## src/rtl/multiplier_pkg.sv

```systemverilog
// rtl/multiplier_pkg.sv - shared widths and record types for the Montgomery reduction datapath
package multiplier_pkg;

  localparam int DATA_LENGTH = 16;
  localparam int MBL_WIDTH   = $clog2(DATA_LENGTH) + 1;

  typedef struct packed {
    logic [DATA_LENGTH-1:0] m;
    logic [MBL_WIDTH-1:0]   m_bl;
    logic [DATA_LENGTH-1:0] minv;
  } redc_ctx_t;

  // qs holds q in the first stage and the full-width sum in the second
  typedef struct packed {
    logic                     v;
    logic [2*DATA_LENGTH-1:0] x;
    logic [2*DATA_LENGTH:0]   qs;
  } redc_stage_t;

endpackage

```

## src/rtl/montgomery_redc_stage3.sv

```systemverilog
// rtl/montgomery_redc_stage3.sv - REDC final step: shift by m_bl, compare and conditional subtract
module montgomery_redc_stage3
  import multiplier_pkg::*;
#(
  parameter int W   = DATA_LENGTH,
  parameter int BLW = $clog2(W) + 1
) (
  input  logic [2*W:0]   sum_i,
  input  logic [BLW-1:0] m_bl_i,
  input  logic [W-1:0]   m_i,
  output logic [W-1:0]   res_o
);

  // For legal operands t < 2m, so W+1 bits hold it without loss
  logic [W:0] t;

  assign t     = (W+1)'(sum_i >> m_bl_i);
  assign res_o = (t >= {1'b0, m_i}) ? W'(t - {1'b0, m_i}) : t[W-1:0];

endmodule

```

## src/rtl/montgomery_redc_pipe.sv

```systemverilog
// rtl/montgomery_redc_pipe.sv - three-stage streaming Montgomery reduction with loadable modulus context
module montgomery_redc_pipe
  import multiplier_pkg::*;
#(
  parameter int ID_WIDTH = 4
) (
  input  logic                     clk_i,
  input  logic                     rst_ni,
  input  logic                     cfg_valid_i,
  output logic                     cfg_ready_o,
  input  logic [DATA_LENGTH-1:0]   cfg_m_i,
  input  logic [MBL_WIDTH-1:0]     cfg_m_bl_i,
  input  logic [DATA_LENGTH-1:0]   cfg_minv_i,
  output logic                     cfg_err_o,
  input  logic                     in_valid_i,
  output logic                     in_ready_o,
  input  logic [2*DATA_LENGTH-1:0] in_x_i,
  input  logic [ID_WIDTH-1:0]      in_id_i,
  output logic                     out_valid_o,
  input  logic                     out_ready_i,
  output logic [DATA_LENGTH-1:0]   out_res_o,
  output logic [ID_WIDTH-1:0]      out_id_o
);

  localparam int W = DATA_LENGTH;

  redc_ctx_t            ctx_q;
  redc_stage_t          s1_q, s2_q;
  logic [ID_WIDTH-1:0]  id1_q, id2_q, out_id_q;
  logic                 s3_v_q, cfg_err_q;
  logic [W-1:0]         res_q;

  logic                 stall, cfg_load, cfg_bad, accept;
  logic [MBL_WIDTH-1:0] mask_sh;
  logic [W-1:0]         mask_r, q_d, res_d;
  logic [2*W:0]         sum_d;
  logic                 unused_s2_x;

  assign stall       = s3_v_q & ~out_ready_i;
  assign cfg_ready_o = ~(s1_q.v | s2_q.v | s3_v_q);
  assign cfg_load    = cfg_valid_i & cfg_ready_o;
  assign in_ready_o  = ~stall & ~cfg_load;
  assign accept      = in_valid_i & in_ready_o;
  assign cfg_bad     = (cfg_m_bl_i == '0) || (cfg_m_bl_i > MBL_WIDTH'(W));

  // Shifting an all-ones word avoids the 1<<W overflow when m_bl == W
  assign mask_sh = MBL_WIDTH'(W) - ctx_q.m_bl;
  assign mask_r  = {W{1'b1}} >> mask_sh;
  assign q_d     = ((in_x_i[W-1:0] & mask_r) * ctx_q.minv) & mask_r;
  assign sum_d   = {1'b0, s1_q.x} + s1_q.qs * (2*W+1)'(ctx_q.m);

  assign unused_s2_x = ^s2_q.x;

  montgomery_redc_stage3 #(.W(W), .BLW(MBL_WIDTH)) u_stage3 (
    .sum_i  (s2_q.qs),
    .m_bl_i (ctx_q.m_bl),
    .m_i    (ctx_q.m),
    .res_o  (res_d)
  );

  always_ff @(posedge clk_i or negedge rst_ni) begin
    if (!rst_ni) begin
      ctx_q     <= '0;
      s1_q      <= '0;
      s2_q      <= '0;
      id1_q     <= '0;
      id2_q     <= '0;
      s3_v_q    <= 1'b0;
      res_q     <= '0;
      out_id_q  <= '0;
      cfg_err_q <= 1'b0;
    end else begin
      cfg_err_q <= cfg_load & cfg_bad;
      if (cfg_load && !cfg_bad) begin
        ctx_q <= '{m: cfg_m_i, m_bl: cfg_m_bl_i, minv: cfg_minv_i};
      end
      // The context can only change while the pipe is empty, so every stage sees a stable one
      if (!stall) begin
        s1_q.v <= accept;
        if (accept) begin
          s1_q.x  <= in_x_i;
          s1_q.qs <= (2*W+1)'(q_d);
          id1_q   <= in_id_i;
        end
        s2_q.v   <= s1_q.v;
        s2_q.x   <= s1_q.x;
        s2_q.qs  <= sum_d;
        id2_q    <= id1_q;
        s3_v_q   <= s2_q.v;
        res_q    <= res_d;
        out_id_q <= id2_q;
      end
    end
  end

  assign out_valid_o = s3_v_q;
  assign out_res_o   = res_q;
  assign out_id_o    = out_id_q;
  assign cfg_err_o   = cfg_err_q;

endmodule

```

## config.mk

```make
export PLATFORM = sky130hd
export DESIGN_NAME = montgomery_redc_pipe
export DESIGN_NICKNAME = d
export VERILOG_FILES = /design/src/rtl/multiplier_pkg.sv /design/src/rtl/montgomery_redc_stage3.sv /design/src/rtl/montgomery_redc_pipe.sv
export SDC_FILE = /design/constraint.sdc
export NUM_CORES = 1
export LEC_CHECK = 0
export CORE_UTILIZATION = 55
export DETAILED_ROUTE_END_ITERATION = 16
export GPL_TIMING_DRIVEN = 1
export PLACE_DENSITY = 0.74
export SETUP_SLACK_MARGIN = 0.3
export SYNTH_ARGS = -nofsm -noshare
export SYNTH_HDL_FRONTEND = slang
export SYNTH_SLANG_ARGS = --single-unit
```

## constraint.sdc

```tcl
create_clock -name clk_i -period 8.9 [get_ports clk_i]
set_input_delay 1.78 -clock clk_i [delete_from_list [all_inputs] [get_ports clk_i]]
set_output_delay 1.78 -clock clk_i [all_outputs]
set_load 0.01 [all_outputs]
```

==> summary.md, run 1 <==
| Metric | Value |
|---|---|
| Outcome | complete, no violations |
| Post-route setup TNS | 0 ns |
| Post-Layout Cell Count | 2,956 |
| # DRC | 0 |
| Root buf cell | clkbuf_16 |
| Main flop type after synthesis | dfrtp_1 |
| TritonCTS clock tree | built |
| Post-CTS resize count | 0 |
| Final count of pins violating max slew | 0 |
| Most frequent cells in the layout | inv_1, nand2_1, fa_1 |
| Final period util | 87.00% |
| Num CTS Buffers | 17 |
| Dpl cells | 2,924 |
| Seq/Total Area, Yosys | 17.30% |
| Setup violators final | 0 |
| Worst Max-Slew Pin Slew | 1.080 ns |
| Routed WL | 53.78 mm |
| Total GRT Usage | 28.29% |
| Number of synthesized flops with an enable pin | 0 |
| Crit path top cell by count | fa_1 |
| Finished Core Util | 61.18% |
| Reg clk slew, reported paths | 0.07 ns |
| Initial antenna violation count | 0 |
| Rel. slew slack | 26.15% |
| Post-CTS Hold Buffers | 0 |
| Top cell type by total area after synthesis | fa_1 |
| Max_cap viols | 0 |
| Critical path's slowest cell | nor2_1 |
| Fillcell total | 3,330 |
| Synth Area per Inst | 9.074 sq um |
| Port bufs | 101 |
| Synth Instances | 2,391 |
| CTS Sinks | 150 |
| Synth Net Count | 2,950 |
| H-tree depth | 4 |
| Hold Violations, Final | 0 |
| Clock skew | 0.02196 ns |
| Min-delay worst type | flip-flop to flip-flop |
| First-pass GRT wire length | 89.49 mm |
| Initial core utilization | 56.01% |
| # IOs | 102 |
| Die Span Y | 200.6 microns |
| Buf/Inv on CP | 3 |
| Initial DRC count | 1,041 |
| Core Area | 38,740 sq um |
| Layout net count | 2,984 |
| Min Tclk post-route | 7.743 ns |
| Post-synth top area share | 28.33% |
| Drt wl/cell | 18.19 microns |
| Via/cell ratio | 5.522 |
| #FFs+latches synth | 150 |
| Antenna-violating nets left | 0 |
| Peak Freq | 129.2 MHz |
| Unrepaired setup endpoints after global routing | false |
| Async SR Flop Fraction | 100.0% |
| Final HPWL DP | 42.76 mm |
| CTS max path bufs | 2 |
| Via count | 16,320 |
| Die ar. | 40,250 sq um |
| Die Wd | 200.6 microns |
| Data required, critical path | 9.25 ns |
| Crit path kind | flip-flop to flip-flop |
| Yosys warns | 0 |
| Post-CTS Setup Bufs | 0 |
| # diodes | 0 |
| Worst-path cell chain | buf_4, o31a_1, or2_1, o21ai_0, nor2_1, and2_1, fa_1, fa_1, ha_1, fa_1, inv_1, fa_1, fa_1, inv_1, ha_1, nor3_1, nor2_1, a31oi_1, nor2b_1, o21a_1, o41ai_1, xnor3_1, a32o_1 |
| CP Launch Type | flip-flop |
| Largest net degree at the start of global routing | 92 |
| Critical Path Fanout Max | 40 |
| CP max stage delay | 0.67 ns |
| Grt ovf | 0 |
| Synthesized area | 21,700 sq um |
| Distinct cells, synth | 68 |
| Synth area leaders | fa_1, dfrtp_1, ha_1 |
| Area growth syn-to-layout | 9.221% |
| FP Rows | 72 |
| DRT Pass-1 Iters | 5 |
| Crit path max-delay family | adder cells |
| Commonest non-fill, non-tap cell in the layout | inv_1 |
| Critical Path AT | 8.10 ns |
| Share of cells above drive strength 1 | 6.891% |
| Vias in the first global route | 17,330 |
| Crit path capture type | flip-flop |
| Clk_lat worst skew | 0.48 ns |
| GP Congestion | 0.8955 |
-- cell type report --
class / instances / area, sq um / area share (%)
Multi-Input combinational cell: 1658 / 15740 / 66.43
Sequential cell: 150 / 3755 / 15.84
Inverter: 479 / 1798 / 7.587
Timing Repair Buffer: 119 / 1147 / 4.842
Tap cell: 518 / 648.1 / 2.735
Clock buffer: 20 / 466.7 / 1.969
Clock inverter: 12 / 141.4 / 0.5966
-- path summary, 6_finish.rpt --
path                             start            end  slack (ns)  cells after the start
setup / recovery             ctx_q[17]       s1_q[15]        1.16                     23
hold / removal             out_id_o[1]    out_id_o[1]        0.46                      2
setup reg to reg             ctx_q[17]       s1_q[15]        1.16                     23
hold reg to reg            out_id_o[1]    out_id_o[1]        0.46                      2
max in group asynchronous       rst_ni      ctx_q[16]        6.14                      2
min in group asynchronous       rst_ni  out_res_o[11]        1.39                      1
-- registers in the layout, indices dropped and copies added, names as in the netlist --
register and flops:
out_valid_o 1, s1_q 49, out_res_o 16, s2_q 34, ctx_q 37, id2_q 4, id1_q 4, cfg_err_o 1
out_id_o 4
-- metal layers --
layer / vias up / track usage (%) / routed length (microns)
met3: 77 / 4.545 / 3627
met2: 523 / 45.97 / 25380
li1: 7574 / - / -
met5: - / 0 / 0
met1: 8150 / 39.12 / 23640
met4: 0 / 8.615 / 1125
-- cell usage after synthesis (4+ instances only) --
cell type / number
o31ai_1: 18
or3_1: 7
ha_1: 174
o22ai_1: 8
inv_1: 478
mux4_2: 19
xnor2_1: 43
a221oi_1: 4
mux2i_1: 31
a31oi_1: 9
nor3b_1: 4
o21ai_0: 58
nand2_1: 338
nand2b_1: 9
fa_1: 307
o211ai_1: 7
o41ai_1: 6
buf_1: 13
a211oi_1: 9
dfrtp_1: 150
xor2_1: 14
and3_1: 47
clkbuf_1: 82
mux2_2: 81
and2_1: 149
a21oi_1: 77
a21o_1: 15
nand4_1: 9
nor2_1: 87
a21boi_0: 4
o21a_1: 19
nand3_1: 16
nor2b_1: 12
nor3_1: 21
o21bai_1: 8
buf_2: 4
nand3b_1: 5
-- metrics by stage --
step | area (sq um) | hold WS (ns) | setup slack, ns
6_report | 23700 | 0.4626 | 1.157
5_1_grt | 23700 | 0.5026 | 0.7964
4_1_cts | 23700 | 0.4683 | 1.189
3_5_place_dp | 23090 | 0.4545 | 0.9194
3_3_place_gp | 23090 | 0.4492 | 0.9761
2_1_floorplan | 21700 | 0.4341 | 1.815
-- tightest hold or removal path, cell delays in order, from the launching register on --
cell and delay, ns:
dfrtp_1 0.34, nand2_1 0.05, nand2_1 0.05
-- cell families (layout without fill, tap and decap cells) --
family,after synthesis,after routing,share of synthesized area [%]
and+or+nand+nor,719,719,15.84
buffers and inverters,583,630,10.23
adders and majority gates,481,481,38.36
AOI/OAI and AO/OA,263,263,7.664
DFF,150,150,17.30
muxes,133,133,7.848
xor gates and xnor gates,62,62,2.762
Power of run 1 is not shown: default switching activity piles up to over one toggle a cycle in this logic, so the estimate is an artifact.
==> run 2, diff against run 1 <==
--- a/config.mk
+++ b/config.mk
@@ -5,6 +5,7 @@
 export SDC_FILE = /design/constraint.sdc
 export NUM_CORES = 1
 export LEC_CHECK = 0
+export CAP_MARGIN = 10
 export CORE_UTILIZATION = 55
 export DETAILED_ROUTE_END_ITERATION = 16
 export GPL_TIMING_DRIVEN = 1
==> results of run 2 <==
Final layout, timing and power as in run 1 (identical DEF).
Power of run 2 is left out for the same reason.
==> run 3, diff against run 2 <==
--- a/config.mk
+++ b/config.mk
@@ -5,6 +5,7 @@
 export SDC_FILE = /design/constraint.sdc
 export NUM_CORES = 1
 export LEC_CHECK = 0
+export ABC_CLOCK_PERIOD_IN_PS = 8900
 export CAP_MARGIN = 10
 export CORE_UTILIZATION = 55
 export DETAILED_ROUTE_END_ITERATION = 16
@@ -13,4 +14,5 @@
 export SETUP_SLACK_MARGIN = 0.3
 export SYNTH_ARGS = -nofsm -noshare
 export SYNTH_HDL_FRONTEND = slang
+export SYNTH_HIERARCHICAL = 1
 export SYNTH_SLANG_ARGS = --single-unit
==> summary.md, run 3 <==
| Metric | Value |
|---|---|
| Largest net degree at the start of global routing | 77 (-16%) |
| Share of cells above drive strength 1 | 8.103% (+1.2 points) |
| Port bufs | 101 (unchanged) |
| Peak Freq | 129.5 MHz (+0.25%) |
| Worst R2R End | s1_q[15] |
| DRT Pass-1 Iters | 5 (unchanged) |
| Main flop type after synthesis | dfrtp_1 |
| Drt wl/cell | 19.05 microns (+4.7%) |
| Final period util | 86.78% (-0.21 points) |
| Multi-input gate area | 16,140 sq um (+2.5%) |
| CP Launch Type | flip-flop |
| Area growth syn-to-layout | 9.083% |
| Worst Max-Slew Pin Slew | 1.008 ns (-0.07136 ns) |
| CTS Sinks | 150 (unchanged) |
| Outcome | complete, no violations |
| Die Wd | 202.8 microns (+1.1%) |
| Distinct cells, synth | 76 (+12%) |
| Hold Violations, Final | 0 (unchanged) |
| Core Area | 39,730 sq um (+2.6%) |
| Min-delay worst type | flip-flop to flip-flop |
| Yosys warns | 6 (+6) |
| CTS max path bufs | 2 (unchanged) |
| # DRC | 0 (unchanged) |
| Max_cap viols | 0 (unchanged) |
| Clk_lat worst skew | 0.46 ns (-0.02 ns) |
| Async SR Flop Fraction | 100.0% (unchanged) |
| Commonest non-fill, non-tap cell in the layout | inv_1 |
| Via/cell ratio | 5.607 (+1.5%) |
| Root buf cell | clkbuf_16 |
| Worst R2R Start | ctx_q[17] |
| Area after DPL | 23,550 sq um (+2.0%) |
| Post-CTS resize count | 0 (unchanged) |
| Layout net count | 3,001 (+0.57%) |
| Synth Area per Inst | 9.197 sq um (+1.4%) |
| Grt ovf | 0 (unchanged) |
| Final count of pins violating max slew | 0 (unchanged) |
| Largest register by flop count | s1_q |
| Max FFs per register | 49 (unchanged) |
| Setup violators final | 0 (unchanged) |
| Critical Path Fanout Max | 13 (-68%) |
| Top cell type by total area after synthesis | fa_1 |
| Synthesized area | 22,170 sq um (+2.2%) |
| Reg area | 3755 sq um (unchanged) |
| Routed WL | 56.78 mm (+5.6%) |
| Synth area leaders | fa_1, dfrtp_1, ha_1 |
| Fillcell total | 3,402 (+2.2%) |
| Initial antenna violation count | 0 (unchanged) |
| Synth Instances | 2,410 (+0.79%) |
| Die ar. | 41,110 sq um (+2.1%) |
| Critical Path AT | 8.07 ns (-0.03 ns) |
| DP Worst Slack | 0.9225 ns (+0.003094 ns) |
| Min Tclk post-route | 7.724 ns (-0.01909 ns) |
| Synth Net Count | 2,968 (+0.61%) |
| Total GRT Usage | 29.15% (+0.85 points) |
| #FFs+latches synth | 150 (unchanged) |
| Design Area, Final | 24,180 sq um (+2.0%) |
| Clock skew | 0.01568 ns (-0.006282 ns) |
| Antenna-violating nets left | 0 (unchanged) |
| GP Congestion | 0.9529 (+6.4%) |
| Vias in the first global route | 17,360 (+0.18%) |
| Initial core utilization | 55.79% (-0.22 points) |
| Num CTS Buffers | 17 (unchanged) |
| Final HPWL DP | 44.86 mm (+4.9%) |
| Reg clk slew, reported paths | 0.07 ns (about the same) |
| Crit path capture type | flip-flop |
| Via count | 16,720 (+2.4%) |
| First-pass GRT wire length | 93.10 mm (+4.0%) |
| H-tree depth | 4 (unchanged) |
| Largest registers | s1_q: 49 flops, ctx_q: 37 flops, s2_q: 34 flops |
| Final WS setup | 1.176 ns (+0.01909 ns) |
| Post-CTS Setup Bufs | 0 (unchanged) |
| Number of synthesized flops with an enable pin | 0 (unchanged) |
| Data required, critical path | 9.25 ns (about the same) |
| Rel. slew slack | 32.77% (+6.6 points) |
| Most frequent cell after synthesis | inv_1 |
| Crit path kind | flip-flop to flip-flop |
| Post-route setup TNS | 0 ns (unchanged) |
| Cells on worst reg2reg path | 25 (+8.7%) |
| Unrepaired setup endpoints after global routing | false |
| Die Span Y | 202.8 microns (+1.1%) |
| FP Rows | 73 (+1.4%) |
| Hold depth | 2 (unchanged) |
| TritonCTS clock tree | built |
| Post-synth top area share | 27.73% (-0.60 points) |
| Hold wc startpoint | out_res_o[12] |
| Most frequent cells in the layout | inv_1, nand2_1, fa_1 |
| Post-CTS Hold Buffers | 0 (unchanged) |
| # IOs | 102 (unchanged) |
| Final hold slack | 0.4698 ns (+0.007284 ns) |
| Worst reg2reg setup slack | 1.18 ns (+0.02 ns) |
| Seq/Total Area, Yosys | 16.93% (-0.37 points) |
| Initial DRC count | 1,304 (+25%) |
| # diodes | 0 (unchanged) |
| Destination of the worst hold path | out_res_o[12] |
| Top cells by count, synth | inv_1, nand2_1, fa_1 |
[run 3: layout make-up]
class	instances	share of cell area, %
flip-flops and latches	150	15.53
clock inverters	15	0.8332
inverters	491	7.623
clock buffers	17	1.759
well taps	525	2.717
repair buffers	120	4.776
multi-input cells	1663	66.76
[run 3: how the worst max path moves through the flow]
| stage | start | endpoint | slack [ns] | depth (start not counted) |
|---|---|---|---|---|
| 2_1_floorplan | in_x_i[3] | s1_q[15] | 1.80 | 21 |
| 3_3_place_gp | in_x_i[2] | s1_q[15] | 1.02 | 20 |
| 3_5_place_dp | in_x_i[2] | s1_q[15] | 0.92 | 20 |
| 4_1_cts | ctx_q[17] | s1_q[15] | 1.20 | 25 |
| 5_1_grt | ctx_q[17] | s1_q[15] | 0.74 | 25 |
| 6_report | ctx_q[17] | s1_q[15] | 1.18 | 25 |
[run 3: per-stage QoR]
stage,std cells,util [%]
floorplan,2410,-
global placement,2949,59.28
detailed placement,2949,59.28
CTS,2981,60.85
global route,2981,60.85
finish,2981,60.85
[run 3: worst max-delay path, cell delays in order (launching register included)]
cell,delay (ns)
dfrtp_1,0.44
inv_1,0.11
ha_1,0.19
inv_1,0.05
ha_1,0.63
nor2_1,0.20
a21oi_1,0.56
and2_0,0.37
nand2_1,0.12
fa_1,0.46
fa_1,0.55
inv_1,0.05
fa_1,0.48
fa_1,0.55
inv_1,0.05
fa_1,0.51
fa_1,0.44
xnor2_1,0.19
xnor2_1,0.16
xnor2_1,0.16
xnor2_1,0.15
xnor2_1,0.15
xnor2_1,0.15
xnor3_1,0.46
xnor2_1,0.15
a32o_1,0.27
[run 3: per-layer routing]
layer	GRT usage, %	share of wire (%)	up-vias
met2	48.51	49	556
li1	-	-	7649
met5	0	0	-
met3	4.591	6.3	88
met1	39.09	42	8422
met4	9.291	2.6	0
[run 3: cells by family (layout without fill, tap and decap cells)]
| family | Yosys count | in the layout | share of synthesized area [%] |
|---|---|---|---|
| and+or+nand+nor | 714 | 714 | 15.53 |
| buffers and inverters | 597 | 643 | 10.32 |
| adders and majority gates | 480 | 480 | 37.49 |
| AOI/OAI and AO/OA | 240 | 240 | 7.045 |
| muxes | 153 | 153 | 9.484 |
| DFF | 150 | 150 | 16.93 |
| xor gates and xnor gates | 76 | 76 | 3.189 |
Power of run 3 is left out for the same reason.
